File: src/rtl/mips_pipe_pkg.sv
// Shared encodings for the 5-stage MIPS pipeline: PC source, RegDst, special
// registers and the hazard unit FSM state type.
package mips_pipe_pkg;

    localparam logic [2:0] PCSRC_PC4 = 3'b000;
    localparam logic [2:0] PCSRC_BR  = 3'b001;
    localparam logic [2:0] PCSRC_J   = 3'b010;
    localparam logic [2:0] PCSRC_JR  = 3'b011;

    localparam logic [1:0] REGDST_RT = 2'b00;
    localparam logic [1:0] REGDST_RD = 2'b01;
    localparam logic [1:0] REGDST_RA = 2'b10;

    localparam logic [4:0] REG_ZERO = 5'd0;
    localparam logic [4:0] REG_RA   = 5'd31;

    typedef enum logic {
        ST_RUN   = 1'b0,
        ST_STALL = 1'b1
    } hz_state_e;

    function automatic logic is_jump(input logic [2:0] pc_src);
        is_jump = (pc_src == PCSRC_J) || (pc_src == PCSRC_JR);
    endfunction

endpackage

File: src/rtl/hazard_src_match.sv
// Destination-versus-source register compare; register 0 and an invalid
// producer never match.
module hazard_src_match
    import mips_pipe_pkg::*;
(
    input  logic       valid,
    input  logic [4:0] dest,
    input  logic [4:0] src,
    output logic       match
);

    // Qualified equality compare
    always_comb begin
        match = valid && (dest != REG_ZERO) && (dest == src);
    end

endmodule

File: src/rtl/hazard_stall_unit.sv
// Load-use / jr-after-load stall and branch/jump flush controller.
// Optional performance counters enabled by defining HAZARD_PERF_CNT_EN.
module hazard_stall_unit
    import mips_pipe_pkg::*;
#(
    parameter int CNT_W       = 32,
    parameter int STALL_CNT_W = 2
) (
    input  logic             clk,
    input  logic             reset,
    input  logic [4:0]       RS_IF_ID,
    input  logic [4:0]       RT_IF_ID,
    input  logic             UsesRt_IF_ID,
    input  logic [2:0]       PCSrc,
    input  logic             MemRead_ID_EX,
    input  logic             RegWrite_ID_EX,
    input  logic [4:0]       AddrC_ID_EX,
    input  logic             MemRead_EX_MEM,
    input  logic [4:0]       AddrC_EX_MEM,
    input  logic             BranchTaken_EX,
    output logic             PCWrite,
    output logic             IF_ID_Write,
    output logic             ID_EX_Bubble,
    output logic             IF_ID_Flush,
    output logic             ID_EX_Flush,
    output logic             StallActive,
    output logic [CNT_W-1:0] StallCycles,
    output logic [CNT_W-1:0] FlushCount
);

    localparam logic [STALL_CNT_W-1:0] CNT_ZERO = STALL_CNT_W'(0);
    localparam logic [STALL_CNT_W-1:0] CNT_ONE  = STALL_CNT_W'(1);

    hz_state_e              state_r;
    hz_state_e              state_nxt_s;
    logic [STALL_CNT_W-1:0] cnt_r;
    logic [STALL_CNT_W-1:0] cnt_nxt_s;
    logic                   stall_active_r;
    logic                   is_jr_s;
    logic                   lu_rs_s;
    logic                   lu_rt_s;
    logic                   jr_ex_s;
    logic                   jr_mem_s;
    logic [1:0]             need_s;
    logic                   unused_regwrite_s;

    // A non-load producer in EX is always covered by forwarding, so RegWrite never stalls.
    assign unused_regwrite_s = RegWrite_ID_EX;
    assign is_jr_s           = (PCSrc == PCSRC_JR);

    hazard_src_match u_lu_rs (
        .valid (MemRead_ID_EX),
        .dest  (AddrC_ID_EX),
        .src   (RS_IF_ID),
        .match (lu_rs_s)
    );

    hazard_src_match u_lu_rt (
        .valid (MemRead_ID_EX && UsesRt_IF_ID),
        .dest  (AddrC_ID_EX),
        .src   (RT_IF_ID),
        .match (lu_rt_s)
    );

    hazard_src_match u_jr_ex (
        .valid (MemRead_ID_EX && is_jr_s),
        .dest  (AddrC_ID_EX),
        .src   (RS_IF_ID),
        .match (jr_ex_s)
    );

    hazard_src_match u_jr_mem (
        .valid (MemRead_EX_MEM && is_jr_s),
        .dest  (AddrC_EX_MEM),
        .src   (RS_IF_ID),
        .match (jr_mem_s)
    );

    // Stall length required by the instruction in ID (max of matching rules)
    always_comb begin
        need_s = 2'd0;
        if (jr_ex_s) begin
            need_s = 2'd2;
        end else if (lu_rs_s || lu_rt_s || jr_mem_s) begin
            need_s = 2'd1;
        end else begin
            need_s = 2'd0;
        end
    end

    // Next-state and pipeline control; a taken branch overrides any stall
    always_comb begin
        state_nxt_s  = state_r;
        cnt_nxt_s    = cnt_r;
        PCWrite      = 1'b1;
        IF_ID_Write  = 1'b1;
        ID_EX_Bubble = 1'b0;
        IF_ID_Flush  = 1'b0;
        ID_EX_Flush  = 1'b0;
        if (BranchTaken_EX) begin
            IF_ID_Flush = 1'b1;
            ID_EX_Flush = 1'b1;
            state_nxt_s = ST_RUN;
            cnt_nxt_s   = CNT_ZERO;
        end else begin
            case (state_r)
                ST_RUN: begin
                    if (need_s != 2'd0) begin
                        PCWrite      = 1'b0;
                        IF_ID_Write  = 1'b0;
                        ID_EX_Bubble = 1'b1;
                        if (need_s == 2'd2) begin
                            state_nxt_s = ST_STALL;
                            cnt_nxt_s   = CNT_ONE;
                        end else begin
                            state_nxt_s = ST_RUN;
                            cnt_nxt_s   = CNT_ZERO;
                        end
                    end else begin
                        state_nxt_s = ST_RUN;
                        cnt_nxt_s   = CNT_ZERO;
                        if (is_jump(PCSrc)) begin
                            IF_ID_Flush = 1'b1;
                        end else begin
                            IF_ID_Flush = 1'b0;
                        end
                    end
                end
                ST_STALL: begin
                    // Freeze is held blindly; the compare would be stale mid-stall
                    PCWrite      = 1'b0;
                    IF_ID_Write  = 1'b0;
                    ID_EX_Bubble = 1'b1;
                    if (cnt_r <= CNT_ONE) begin
                        state_nxt_s = ST_RUN;
                        cnt_nxt_s   = CNT_ZERO;
                    end else begin
                        state_nxt_s = ST_STALL;
                        cnt_nxt_s   = cnt_r - CNT_ONE;
                    end
                end
                default: begin
                    state_nxt_s = ST_RUN;
                    cnt_nxt_s   = CNT_ZERO;
                end
            endcase
        end
    end

    // FSM state, stall counter and registered stall indicator
    always_ff @(posedge clk or posedge reset) begin
        if (reset) begin
            state_r        <= ST_RUN;
            cnt_r          <= CNT_ZERO;
            stall_active_r <= 1'b0;
        end else begin
            state_r        <= state_nxt_s;
            cnt_r          <= cnt_nxt_s;
            stall_active_r <= (state_nxt_s == ST_STALL);
        end
    end

    assign StallActive = stall_active_r;

`ifdef HAZARD_PERF_CNT_EN
    logic [CNT_W-1:0] stall_cycles_r;
    logic [CNT_W-1:0] flush_count_r;

    // Free-running event counters, wrap naturally
    always_ff @(posedge clk or posedge reset) begin
        if (reset) begin
            stall_cycles_r <= '0;
            flush_count_r  <= '0;
        end else begin
            if (!PCWrite) begin
                stall_cycles_r <= stall_cycles_r + CNT_W'(1);
            end else begin
                stall_cycles_r <= stall_cycles_r;
            end
            if (IF_ID_Flush || ID_EX_Flush) begin
                flush_count_r <= flush_count_r + CNT_W'(1);
            end else begin
                flush_count_r <= flush_count_r;
            end
        end
    end

    assign StallCycles = stall_cycles_r;
    assign FlushCount  = flush_count_r;
`else
    assign StallCycles = '0;
    assign FlushCount  = '0;
`endif

endmodule

File: config.mk
export PLATFORM = sky130hd
export DESIGN_NAME = hazard_stall_unit
export DESIGN_NICKNAME = d
export VERILOG_FILES = /design/src/rtl/mips_pipe_pkg.sv /design/src/rtl/hazard_src_match.sv /design/src/rtl/hazard_stall_unit.sv
export SDC_FILE = /design/constraint.sdc
export NUM_CORES = 1
export LEC_CHECK = 0
export CAP_MARGIN = 10
export CORE_ASPECT_RATIO = 2
export CORE_MARGIN = 1.5
export CORE_UTILIZATION = 25
export DETAILED_ROUTE_END_ITERATION = 6
export PLACE_DENSITY = 0.82
export SLEW_MARGIN = 0
export SYNTH_ARGS = -nofsm -noshare
export SYNTH_HDL_FRONTEND = slang
export SYNTH_SLANG_ARGS = --single-unit
File: constraint.sdc
create_clock -name clk -period 1.9 [get_ports clk]
set_clock_uncertainty 0.2 [all_clocks]
set_input_delay 0.38 -clock clk [delete_from_list [all_inputs] [get_ports clk]]
set_output_delay 0.38 -clock clk [all_outputs]
set_load 0.01 [all_outputs]
# Word-level counts from Yosys, hierarchy flattened
# Cells that the tools add are included.
# op_classes
muxes	23
reduce_logical	17
n_lt_le_gt_ge	1
bitwise_logic	1
n_eq_ne	6
n_addsub	1
# ops
operator	n
$eq A5 B5 Y1	3
$mux W1	15
$logic_and A1 B1 Y1	11
$reduce_bool A5 Y1	2
$mux W2	4
$eq A3 B2 Y1 const B	2
$pmux W1 S2	3
$pmux W2 S2	1
$logic_or A1 B1 Y1	3
$eq A2 B2 Y1 const B	1
$le A2 B1 Y1 const B	1
$reduce_bool A2 Y1	1
$sub A2 B1 Y2 const B	1
$not A1 Y1	1
# word_totals
word_cells	51
out_inout_bits	70
regBits	3
input_bits	30

# Logic depth before layout (Yosys ltp)
# Gate-level depths: netlist (run 1).
# depth
depth_word	12
mapped_depth	6
ltp_nobuf	5

# Modules after synthesis
# From an unflattened synthesis (run 1), not the netlist that was laid out.
# unflattened
cells_unflattened	125
hier_area_um2	991.0
# modules_own_cells
module	area_each_um2	seq_area_each_um2	cells_per_inst	n_inst
hazard_stall_unit	685.7	75.1	85	1
hazard_src_match	76.3	0.0	10	4

# Least setup slack after synthesis (run 1)
# Ideal clock, no wire load.
# synth_timing
path_kind	input-to-output
start	input port AddrC_ID_EX[4]
end	output port PCWrite
t_required_ns	1.320
slack_ns	-0.455
n_path_buf	1
stages	5
arrival_time_ns	1.775
path_cell_list	or4_1 o21ai_2 a21oi_1 o31ai_1 buf_4
# synth_between
elab_chain_cells	11
elab_cells_between_ends	17
classes_between	eq/ne: 2; mux: 5; reduce/logical: 10
# synth_lines
element	line_no	rtl
from (decl)	hazard_stall_unit.sv:17	input logic [4:0] AddrC_ID_EX,
$reduce_bool A5 Y1	hazard_src_match.sv:14	match = valid && (dest != REG_ZERO) && (dest == src);
$logic_and A1 B1 Y1 (2 in a row)	hazard_src_match.sv:14	
$logic_or A1 B1 Y1 (2 in a row)	hazard_stall_unit.sv:84	end else if (lu_rs_s || lu_rt_s || jr_mem_s) begin
$mux W1	hazard_stall_unit.sv:84	
$mux W2 *	hazard_stall_unit.sv:82	if (jr_ex_s) begin
$reduce_bool A2 Y1 *	hazard_stall_unit.sv:108	if (need_s != 2'd0) begin
$mux W1 *	-	
$pmux W1 S2 *	-	
$mux W1 *	-	
to (decl)	hazard_stall_unit.sv:21	output logic PCWrite,
# Every way passes the cells marked *; elsewhere a longest branch is shown, timed or not.

# Final worst setup path (run 1)
# layout_timing
start	input port AddrC_ID_EX[1]
end	output port IF_ID_Write
# layout_between
elab_chain_cells	11
elab_cells_between_ends	17
classes_between	eq/ne: 2; mux: 5; reduce/logical: 10
# layout_lines
element	line_no	rtl
$reduce_bool A5 Y1	hazard_src_match.sv:14	
$logic_and A1 B1 Y1 (2 in a row)	hazard_src_match.sv:14	
$logic_or A1 B1 Y1 (2 in a row)	hazard_stall_unit.sv:84	
$mux W1	hazard_stall_unit.sv:84	
$mux W2 *	hazard_stall_unit.sv:82	
$reduce_bool A2 Y1 *	hazard_stall_unit.sv:108	
$mux W1 *	hazard_stall_unit.sv:108	
$pmux W1 S2 *	hazard_stall_unit.sv:106	case (state_r)
$mux W1 *	hazard_stall_unit.sv:100	if (BranchTaken_EX) begin
to (decl)	hazard_stall_unit.sv:22	output logic IF_ID_Write,
# Marked as above.

==> flow_metrics.tcl, run 1 <==
set metrics [dict create \
    hpwl_um 1530 \
    power.leakage_uw 0.000715 \
    drc 0 \
    worstSetupStartpointType "input pin" \
    die-width_um 44.9 \
    pin_count 100 \
    timing.hold.worst.class "in2async" \
    synthCells 114 \
    antenna_found_initial 0 \
    endpoint_kind "output port" \
    ir_worst_vdd_uv 178 \
    worst_path_max_delay_cell "or4_4" \
    hold-worst-slack_ns 0.132 \
    setup_viol 4 \
    core_area_um2 3380 \
    largest_net_degree_at_the_start_of_global_routing 10 \
    nFillCells 349 \
    nNetsFinal 206 \
    avgSynthCellArea_um2 7.69 \
    pre_cts_ws_ns -1.17 \
    htree_num_levels 1 \
    run_status "finished with violations" \
    synth_most_common_cell "buf_4" \
    synth_seq_cells 3 \
    rows 30 \
    gp_congestion 0.683 \
    final_critical_path_setup_slack_ns -0.434 \
    final_min_period_over_clock_period_pct 123 \
    floorplan.die_area_um2 3890 \
    grt_setup_unrepaired "yes" \
    synth_area_um2 877 \
    synthFlopType "dfrtp_1" \
    post_route_cells_drive_above_1_share_pct 34.3 \
    initial_utilization_pct 26.0 \
    wl_per_cell_um 9.46 \
    regToRegSetupSlack_ns 0.60 \
    powerDensity_nw_per_um2 361 \
    worstPathCellList "buf_6 -> or4_4 -> o21ai_4 -> a21oi_4 -> buf_6 -> o31ai_4 -> buf_2" \
    path_class "in2out" \
    seq_area_um2 75.1 \
    dr.pass1.iters 2 \
    yosysUniqueCellTypes 25 \
    clock_latency_ns 0.22 \
    top_cell_type_s_share_of_synthesized_area_pct 56.5 \
    wirelength_um 1960 \
    antennaDiodeCount 0 \
    grt_pass1_vias 683 \
    max_clock_freq_ghz 0.428 \
    synth_enable_flop_cells 0 \
    critPathBufInv 3 \
    crit_fanout 3 \
    violations "negative setup slack" \
    cp.required_ns 1.32 \
    ys_seq_area_share_pct 8.56 \
    cap_viol_max_count 0 \
    area_growth_pct 49.8 \
    die_height_um 86.8 \
    ctsRootBufferMaster "clkbuf_8" \
    drtIter0Drc 5 \
    grt.total_usage_pct 10.6 \
    period_minus_slack_ns 2.33 \
    yosys-top-cells-count "66 x buf_4, 9 x xor2_1, 5 x xnor2_1" \
    worst_path_dominant_cell_family "simple AND/OR/NAND/NOR gates" \
    max_stage_delay_on_crit_path_ns 0.53 \
    tritoncts.num_buffers 3 \
    multi_input_area_um2 611 \
    vias 784 \
    clkSinkCount 3 \
    async_flop_share_pct 100 \
    grt_remaining_overflow 0 \
    cts-hold-fix-buffers 0 \
    synth_warnings 0 \
    finalHoldViolCount 0 \
    synth_top_area_cell "buf_4" \
    post_drt_via_cell_ratio 3.79 \
    worst_ep_arrival_time_ns 1.75 \
    final_max_slew_viol_count 0 \
    cts.path.max_buffers 2 \
    crit_top_cell "buf_6" \
    wire_length_of_the_first_global_routing_pass_um 2980 \
    ys_top_cells_by_area "buf_4 56%, xor2_1 9.0%, dfrtp_1 8.6%, xnor2_1 5.0%, nor4_1 2.1%" \
    port_buffers 34 \
    clk_pin_slew_worst_paths_ns 0.03 \
    cts_tree "done" \
    route.antenna.remaining_nets 0 \
]
==> stage by stage <==
stage / area (µm²) / utilization (%) / instances / total power [µW] / setup TNS [ns]
global placement: 1140 / 33.6 / 192 / 263 / -5.46
floorplan: 1130 / - / 177 / 260 / -0.661
detailed placement: 1140 / 33.6 / 192 / 265 / -5.60
global route: 1310 / 38.9 / 207 / 512 / -1.89
finish: 1310 / 38.9 / 207 / 474 / -1.67
CTS: 1300 / 38.6 / 208 / 473 / -1.72
==> sequential cells by signal, summed over array words and instances, names as in the netlist <==
signal,flops
StallActive,1
cnt_r,2
==> cells by family (layout without fill, tap and decap cells) <==
group	after synthesis	in the layout	share of synthesized area (%)
compound gates	10	10	8.13
other cells	1	64	0.428
xor+xnor	14	14	14.0
buf+inv	70	68	58.2
flops	3	3	8.56
simple gates	16	16	10.7
==> layout make-up <==
| class | count | share of cell area [%] |
|---|---|---|
| Multi-Input combinational cell | 104 | 46.5 |
| Timing Repair Buffer | 61 | 40.5 |
| Sequential cell | 3 | 5.71 |
| Clock buffer | 4 | 3.43 |
| Tap cell | 32 | 3.05 |
| Inverter | 3 | 0.857 |
==> where the power goes <==
part	switching [µW]	internal, µW
registers	0.0416	64.4
clock network	42.1	143
logic	119	106
total	161	313
==> routing by layer <==
| metal | share of wire, % | wire, µm | up-vias | global-route usage (%) |
|---|---|---|---|---|
| li1 | - | - | 361 | - |
| met1 | 27 | 521 | 328 | 8.81 |
| met2 | 57 | 1120 | 91 | 21.3 |
| met3 | 15 | 287 | 4 | 2.29 |
| met4 | 1.7 | 34 | 0 | 4.81 |
| met5 | 0 | 0 | - | 0 |
==> final timing paths <==
| kind | startpoint | to | depth (start not counted) |
|---|---|---|---|
| setup / recovery | AddrC_ID_EX[1] | IF_ID_Write | 7 |
| max in group asynchronous | reset | StallActive | 2 |
| min in group clk | cnt_r[0] | cnt_r[1] | 1 |
| setup reg to reg | StallActive | StallActive | 5 |
| hold / removal | reset | cnt_r[0] | 2 |
| hold reg to reg | cnt_r[0] | cnt_r[1] | 1 |
==> cell usage in the layout, fill, tap and decap left out, drive strengths merged <==
cell	Yosys	routed
or4	1	1
buf	66	44
o31ai	1	1
o21ai	3	3
dlymetal6s2s	0	1
conb	1	64
and4	1	1
nand3	2	2
nor2	2	2
and3	1	1
nand2	1	1
or4b	1	1
clkdlybuf4s50	0	5
dfrtp	3	3
xnor2	5	5
o2111a	1	1
dlygate4sd2	0	6
nor3	3	3
inv	3	3
xor2	9	9
clkdlybuf4s15	0	5
o31a	1	1
nor2b	1	1
a21oi	2	2
nor4	3	3
clkbuf	1	4
o21a	2	2
==> what timing repair did <==
action	4_1_cts	5_1_grt
pin swaps	21	12
setup buffers	20	2
hold endpoints to repair	0	0
cloned	0	0
gates resized for setup	111	7
endpoints found under the setup margin	7	7
No activity file was read; power rests on OpenSTA's default activity.
==> inputs of run 2 (changes only) <==
Settings changed: CORE_UTILIZATION 25 to 27, SYNTH_HIERARCHICAL set to 1.
Clock period 1.9 ns to 2 ns, I/O delays scaled along.
==> flow_metrics.tcl, run 2 <==
set metrics [dict create \
    worst_ep_arrival_time_ns 1.59 \
    nFillCells 414 \
    final_max_slew_viol_count 0 \
    yosys-top-cells-count "66 x buf_4, 12 x xor2_1, 6 x and4_1" \
    ys_top_cells_by_area "buf_4 50%, xor2_1 11%, dfrtp_1 7.6%, and4_1 5.3%, nor4_2 5.1%" \
    setup_viol 4 \
    synth_top_area_cell "buf_4" \
    ys_seq_area_share_pct 7.58 \
    clock_latency_ns 0.21 \
    worst_path_dominant_cell_family "simple AND/OR/NAND/NOR gates" \
    clkSinkCount 3 \
    hpwl_um 1640 \
    hold-worst-slack_ns 0.154 \
    final_common_cell "conb_1" \
    avgSynthCellArea_um2 7.93 \
    async_flop_share_pct 100 \
    synth_enable_flop_cells 0 \
    cts_tree "done" \
    port_buffers 34 \
    synthCells 125 \
    critPathBufInv 2 \
    nNetsFinal 201 \
    flip_flop_count_of_the_largest_register_all_copies_and_words_added 2 \
    core_area_um2 3570 \
    synth_area_um2 991 \
    grt_remaining_overflow 0 \
    worstPathCellList "dlygate4sd2_1 -> xor2_1 -> nor3_1 -> and4_4 -> nor3_4 -> a21o_1 -> buf_2" \
    finalHoldViolCount 0 \
    wl_per_cell_um 8.67 \
    route.antenna.remaining_nets 0 \
    final_cell_count_no_fill 219 \
    final_critical_path_setup_slack_ns -0.193 \
    cp.required_ns 1.40 \
    antenna_found_initial 0 \
    vias 783 \
    synthFlopType "dfrtp_1" \
    ir_worst_vdd_uv 477 \
    grt_setup_unrepaired "yes" \
    path_class "in2out" \
    max_clock_freq_ghz 0.456 \
    cts.path.max_buffers 2 \
    power.leakage_uw 0.000632 \
    synth_seq_cells 3 \
    final_min_period_over_clock_period_pct 110 \
    tritoncts.num_buffers 3 \
    post_route_cells_drive_above_1_share_pct 22.4 \
    wirelength_um 1900 \
    violations "negative setup slack" \
    initial_utilization_pct 27.8 \
    crit_cells 7 \
    die_height_um 88.7 \
    run_status "finished with violations" \
    endpoint_kind "output port" \
    drtIter0Drc 7 \
    clk_pin_slew_worst_paths_ns 0.03 \
    largest_register "cnt_r" \
    ctsRootBufferMaster "clkbuf_8" \
    drc 0 \
    post_drt_via_cell_ratio 3.58 \
    powerDensity_nw_per_um2 344 \
    floorplan.die_area_um2 4060 \
    worstSetupStartpointType "input pin" \
    antennaDiodeCount 0 \
    r2r.worst_path.cells 3 \
    grt.total_usage_pct 9.55 \
    period_minus_slack_ns 2.19 \
    grt_pass1_vias 670 \
    wire_length_of_the_first_global_routing_pass_um 2880 \
    largest_net_degree_at_the_start_of_global_routing 7 \
    yosysUniqueCellTypes 22 \
    area_growth_pct 21.3 \
    top_cell_type_s_share_of_synthesized_area_pct 50.0 \
    timing.hold.worst.class "in2async" \
    cap_viol_max_count 0 \
    rows 31 \
    total_power_uw 414 \
    crit_fanout 3 \
    gp_congestion 0.721 \
    synth_warnings 6 \
    synth_most_common_cell "buf_4" \
    htree_num_levels 1 \
    mostFrequentLayoutCells "64 x conb_1, 14 x dlygate4sd2_1, 12 x xor2_1, 9 x buf_2, 9 x buf_4" \
    worst_path_max_delay_cell "and4_4" \
    pin_count 100 \
    die-width_um 45.8 \
    place.detailed.instances 213 \
    final_util_pct 33.7 \
    dr.pass1.iters 4 \
    max_stage_delay_on_crit_path_ns 0.25 \
    pre_cts_ws_ns -1.11 \
]
-- run 2: worst paths after layout --
path	slack (ns)	endpoint	start
min in group clk	0.25	cnt_r[0]	cnt_r[0]
max in group asynchronous	1.31	cnt_r[0]	reset
max	-0.19	IF_ID_Write	RT_IF_ID[3]
max reg2reg	0.79	cnt_r[0]	StallActive
min	0.15	StallActive	reset
min reg2reg	0.25	cnt_r[0]	cnt_r[0]
-- run 2: where the power goes --
group          leakage, µW  internal (µW)  switching [µW]
clock            0.0000228            136            39.2
sequential       0.0000419           61.2          0.0440
combinational     0.000568           68.3             109
-- run 2: logic make-up (layout without fill, tap and decap cells) --
logic type             count (synthesis)  count (layout)  share of synthesized area [%]
XOR/XNOR                              16              16                           14.1
flip-flops                             3               3                           7.58
other                                  1              64                          0.378
AND/OR/NAND/NOR                       28              28                           20.6
multiplexers                           1               1                           1.01
AO/OA/AOI/OAI                          8               8                           5.56
buffers and inverters                 68              50                           50.8
-- run 2: metrics by stage --
stage | setup TNS [ns] | cell area, µm²
after floorplan | 0 | 1230
after global placement | -4.82 | 1190
after detailed placement | -5.02 | 1190
after CTS | -0.902 | 1230
after global routing | -1.07 | 1200
final | -0.655 | 1200
-- run 2: repair_timing --
item,4_1_cts,5_1_grt
setup endpoints to repair,7,4
setup buffers,2,0
resized for setup,73,11
hold buffers,0,0
pin swaps,25,17
-- run 2: final cells by class --
class | count | area (µm²) | area share (%)
clock buffers | 4 | 45.0 | 3.75
multi-input cells | 117 | 672 | 55.9
flip-flops and latches | 3 | 75.1 | 6.24
well taps | 49 | 61.3 | 5.10
repair buffers | 44 | 342 | 28.4
inverters | 2 | 7.51 | 0.624
-- run 2: metal layers --
| metal | share of wire (%) | track usage [%] | routed length, µm |
|---|---|---|---|
| met1 | 29 | 9.17 | 545 |
| met5 | 0 | 0 | 0 |
| met3 | 16 | 3.47 | 307 |
| met4 | 0.53 | 3.12 | 10 |
| met2 | 54 | 17.8 | 1030 |
==> inputs of run 3 (changes only) <==
Settings changed: TNS_END_PERCENT set to 50.
==> flow_metrics.tcl, run 3 (synthesized netlist as in run 2, its figures left out) <==
set metrics [dict create \
    run_status "finished with violations" \
    violations "negative setup slack" \
    gp_congestion 0.721 \
    clock_latency_ns 0.22 \
    p_sw_uw 149 \
    largest_register "cnt_r" \
    power.leakage_uw 0.000632 \
    initial_utilization_pct 27.8 \
    ir_worst_vdd_uv 478 \
    final_common_cell "conb_1" \
    die-width_um 45.8 \
    share_comb_of_total_power_pct 42.9 \
    placedInstanceArea_um2 1190 \
    route.antenna.remaining_nets 0 \
    internal_power_uw 265 \
    pin_count 100 \
    cts.path.max_buffers 2 \
    finalHoldViolCount 0 \
    max_stage_delay_on_crit_path_ns 0.26 \
    grt_setup_unrepaired "yes" \
    path_class "in2out" \
    endpoint_kind "output port" \
    powerDensity_nw_per_um2 345 \
    wirelength_um 1910 \
    grt_remaining_overflow 0 \
    tritoncts.num_buffers 3 \
    largest_net_degree_at_the_start_of_global_routing 7 \
    antenna_found_initial 0 \
    post_route_cells_drive_above_1_share_pct 22.4 \
    htree_num_levels 1 \
    period_minus_slack_ns 2.21 \
    floorplan.die_area_um2 4060 \
    dr.pass1.iters 4 \
    clk_pin_slew_worst_paths_ns 0.03 \
    final_critical_path_setup_slack_ns -0.211 \
    final_cell_count_no_fill 219 \
    netSwitchingFraction_pct 35.9 \
    worstPathCellList "buf_6 -> buf_6 -> nor4_4 -> o21ai_1 -> and4_4 -> nor3_4 -> a21o_1 -> buf_2" \
    postLayoutCellArea_um2 1200 \
    pre_cts_ws_ns -1.11 \
    area_growth_pct 21.3 \
    grt_pass1_vias 670 \
    core_area_um2 3570 \
    critPathBufInv 3 \
    drtIter0Drc 7 \
    clkSinkCount 3 \
    cts_tree "done" \
    rows 31 \
    port_buffers 34 \
    drc 0 \
    nNetsFinal 201 \
    crit_fanout 4 \
    total_power_uw 414 \
    wire_length_of_the_first_global_routing_pass_um 2880 \
    die_height_um 88.7 \
    max_clock_freq_ghz 0.452 \
    grt.total_usage_pct 9.55 \
    final_min_period_over_clock_period_pct 111 \
    worst_path_dominant_cell_family "simple AND/OR/NAND/NOR gates" \
    post_drt_via_cell_ratio 3.58 \
    flip_flop_count_of_the_largest_register_all_copies_and_words_added 2 \
    cap_viol_max_count 0 \
    worst_ep_arrival_time_ns 1.61 \
    vias 785 \
    crit_top_cell "buf_6" \
    mostFrequentLayoutCells "64 x conb_1, 14 x dlygate4sd2_1, 12 x xor2_1, 9 x buf_2, 9 x buf_4" \
    worst_path_max_delay_cell "nor4_4" \
    final_max_slew_viol_count 0 \
    antennaDiodeCount 0 \
    wl_per_cell_um 8.73 \
    setup_viol 4 \
    hpwl_um 1640 \
    ctsRootBufferMaster "clkbuf_8" \
    worstSetupStartpointType "input pin" \
    sequentialPowerShare_pct 14.8 \
    place.detailed.instances 213 \
    clockPowerShare_pct 42.3 \
    cp.required_ns 1.40 \
    timing.hold.worst.class "in2async" \
]
==> run 3: cell counts in the layout (fill, tap and decap cells not counted) <==
No cell type changed its count.
==> run 3: power groups by stage <==
stage          Combinational (µW)  Sequential [µW]  Clock, µW
2_1_floorplan                 189             61.9          0
3_5_place_dp                  191             61.9          0
3_3_place_gp                  189             61.9          0
4_1_cts                       178             61.2        181
6_report                      178             61.2        175
5_1_grt                       200             61.2        190
==> run 3: what timing repair did <==
action,CTS,global route
setup endpoints to repair,7,4
pin swaps,24,13
gates cloned,0,0
buffers inserted,2,0
gates resized for setup,73,11
hold buffers,0,0
==> run 3: cell type report <==
cell class                      count  area, µm²
Sequential cell                     3       75.1
Tap cell                           49       61.3
Clock buffer                        4       45.0
Fill cell                         413       2370
Inverter                            2       7.51
Multi-Input combinational cell    117        672
Timing Repair Buffer               44        342
==> run 3: final timing paths <==
path / slack, ns / cells past startpoint / start / endpoint
max in group asynchronous: 1.32 / 2 / reset / cnt_r[0]
worst max-delay path: -0.21 / 8 / AddrC_ID_EX[3] / IF_ID_Write
worst min register to register: 0.25 / 1 / cnt_r[0] / cnt_r[0]
worst min-delay path: 0.15 / 2 / reset / StallActive
min in group clk: 0.25 / 1 / cnt_r[0] / cnt_r[0]
worst max register to register: 0.79 / 3 / StallActive / cnt_r[0]
==> run 3: layer usage <==
layer	vias up	global-route usage [%]	routed length [µm]
li1	374	-	-
met1	329	9.17	557
met2	80	17.8	1040
met3	2	3.47	307
met4	0	3.12	10
met5	-	0	0
==> run 3: per-stage QoR <==
| stage | hold WS, ns | TNS [ns] | utilization, % |
|---|---|---|---|
| finish | 0.154 | -0.718 | 33.7 |
| global route | 0.164 | -1.08 | 33.7 |
| CTS | 0.154 | -0.900 | 34.4 |
| detailed placement | 0.249 | -5.02 | 33.5 |
| global placement | 0.232 | -4.82 | 33.5 |
| floorplan | -0.0464 | 0 | - |
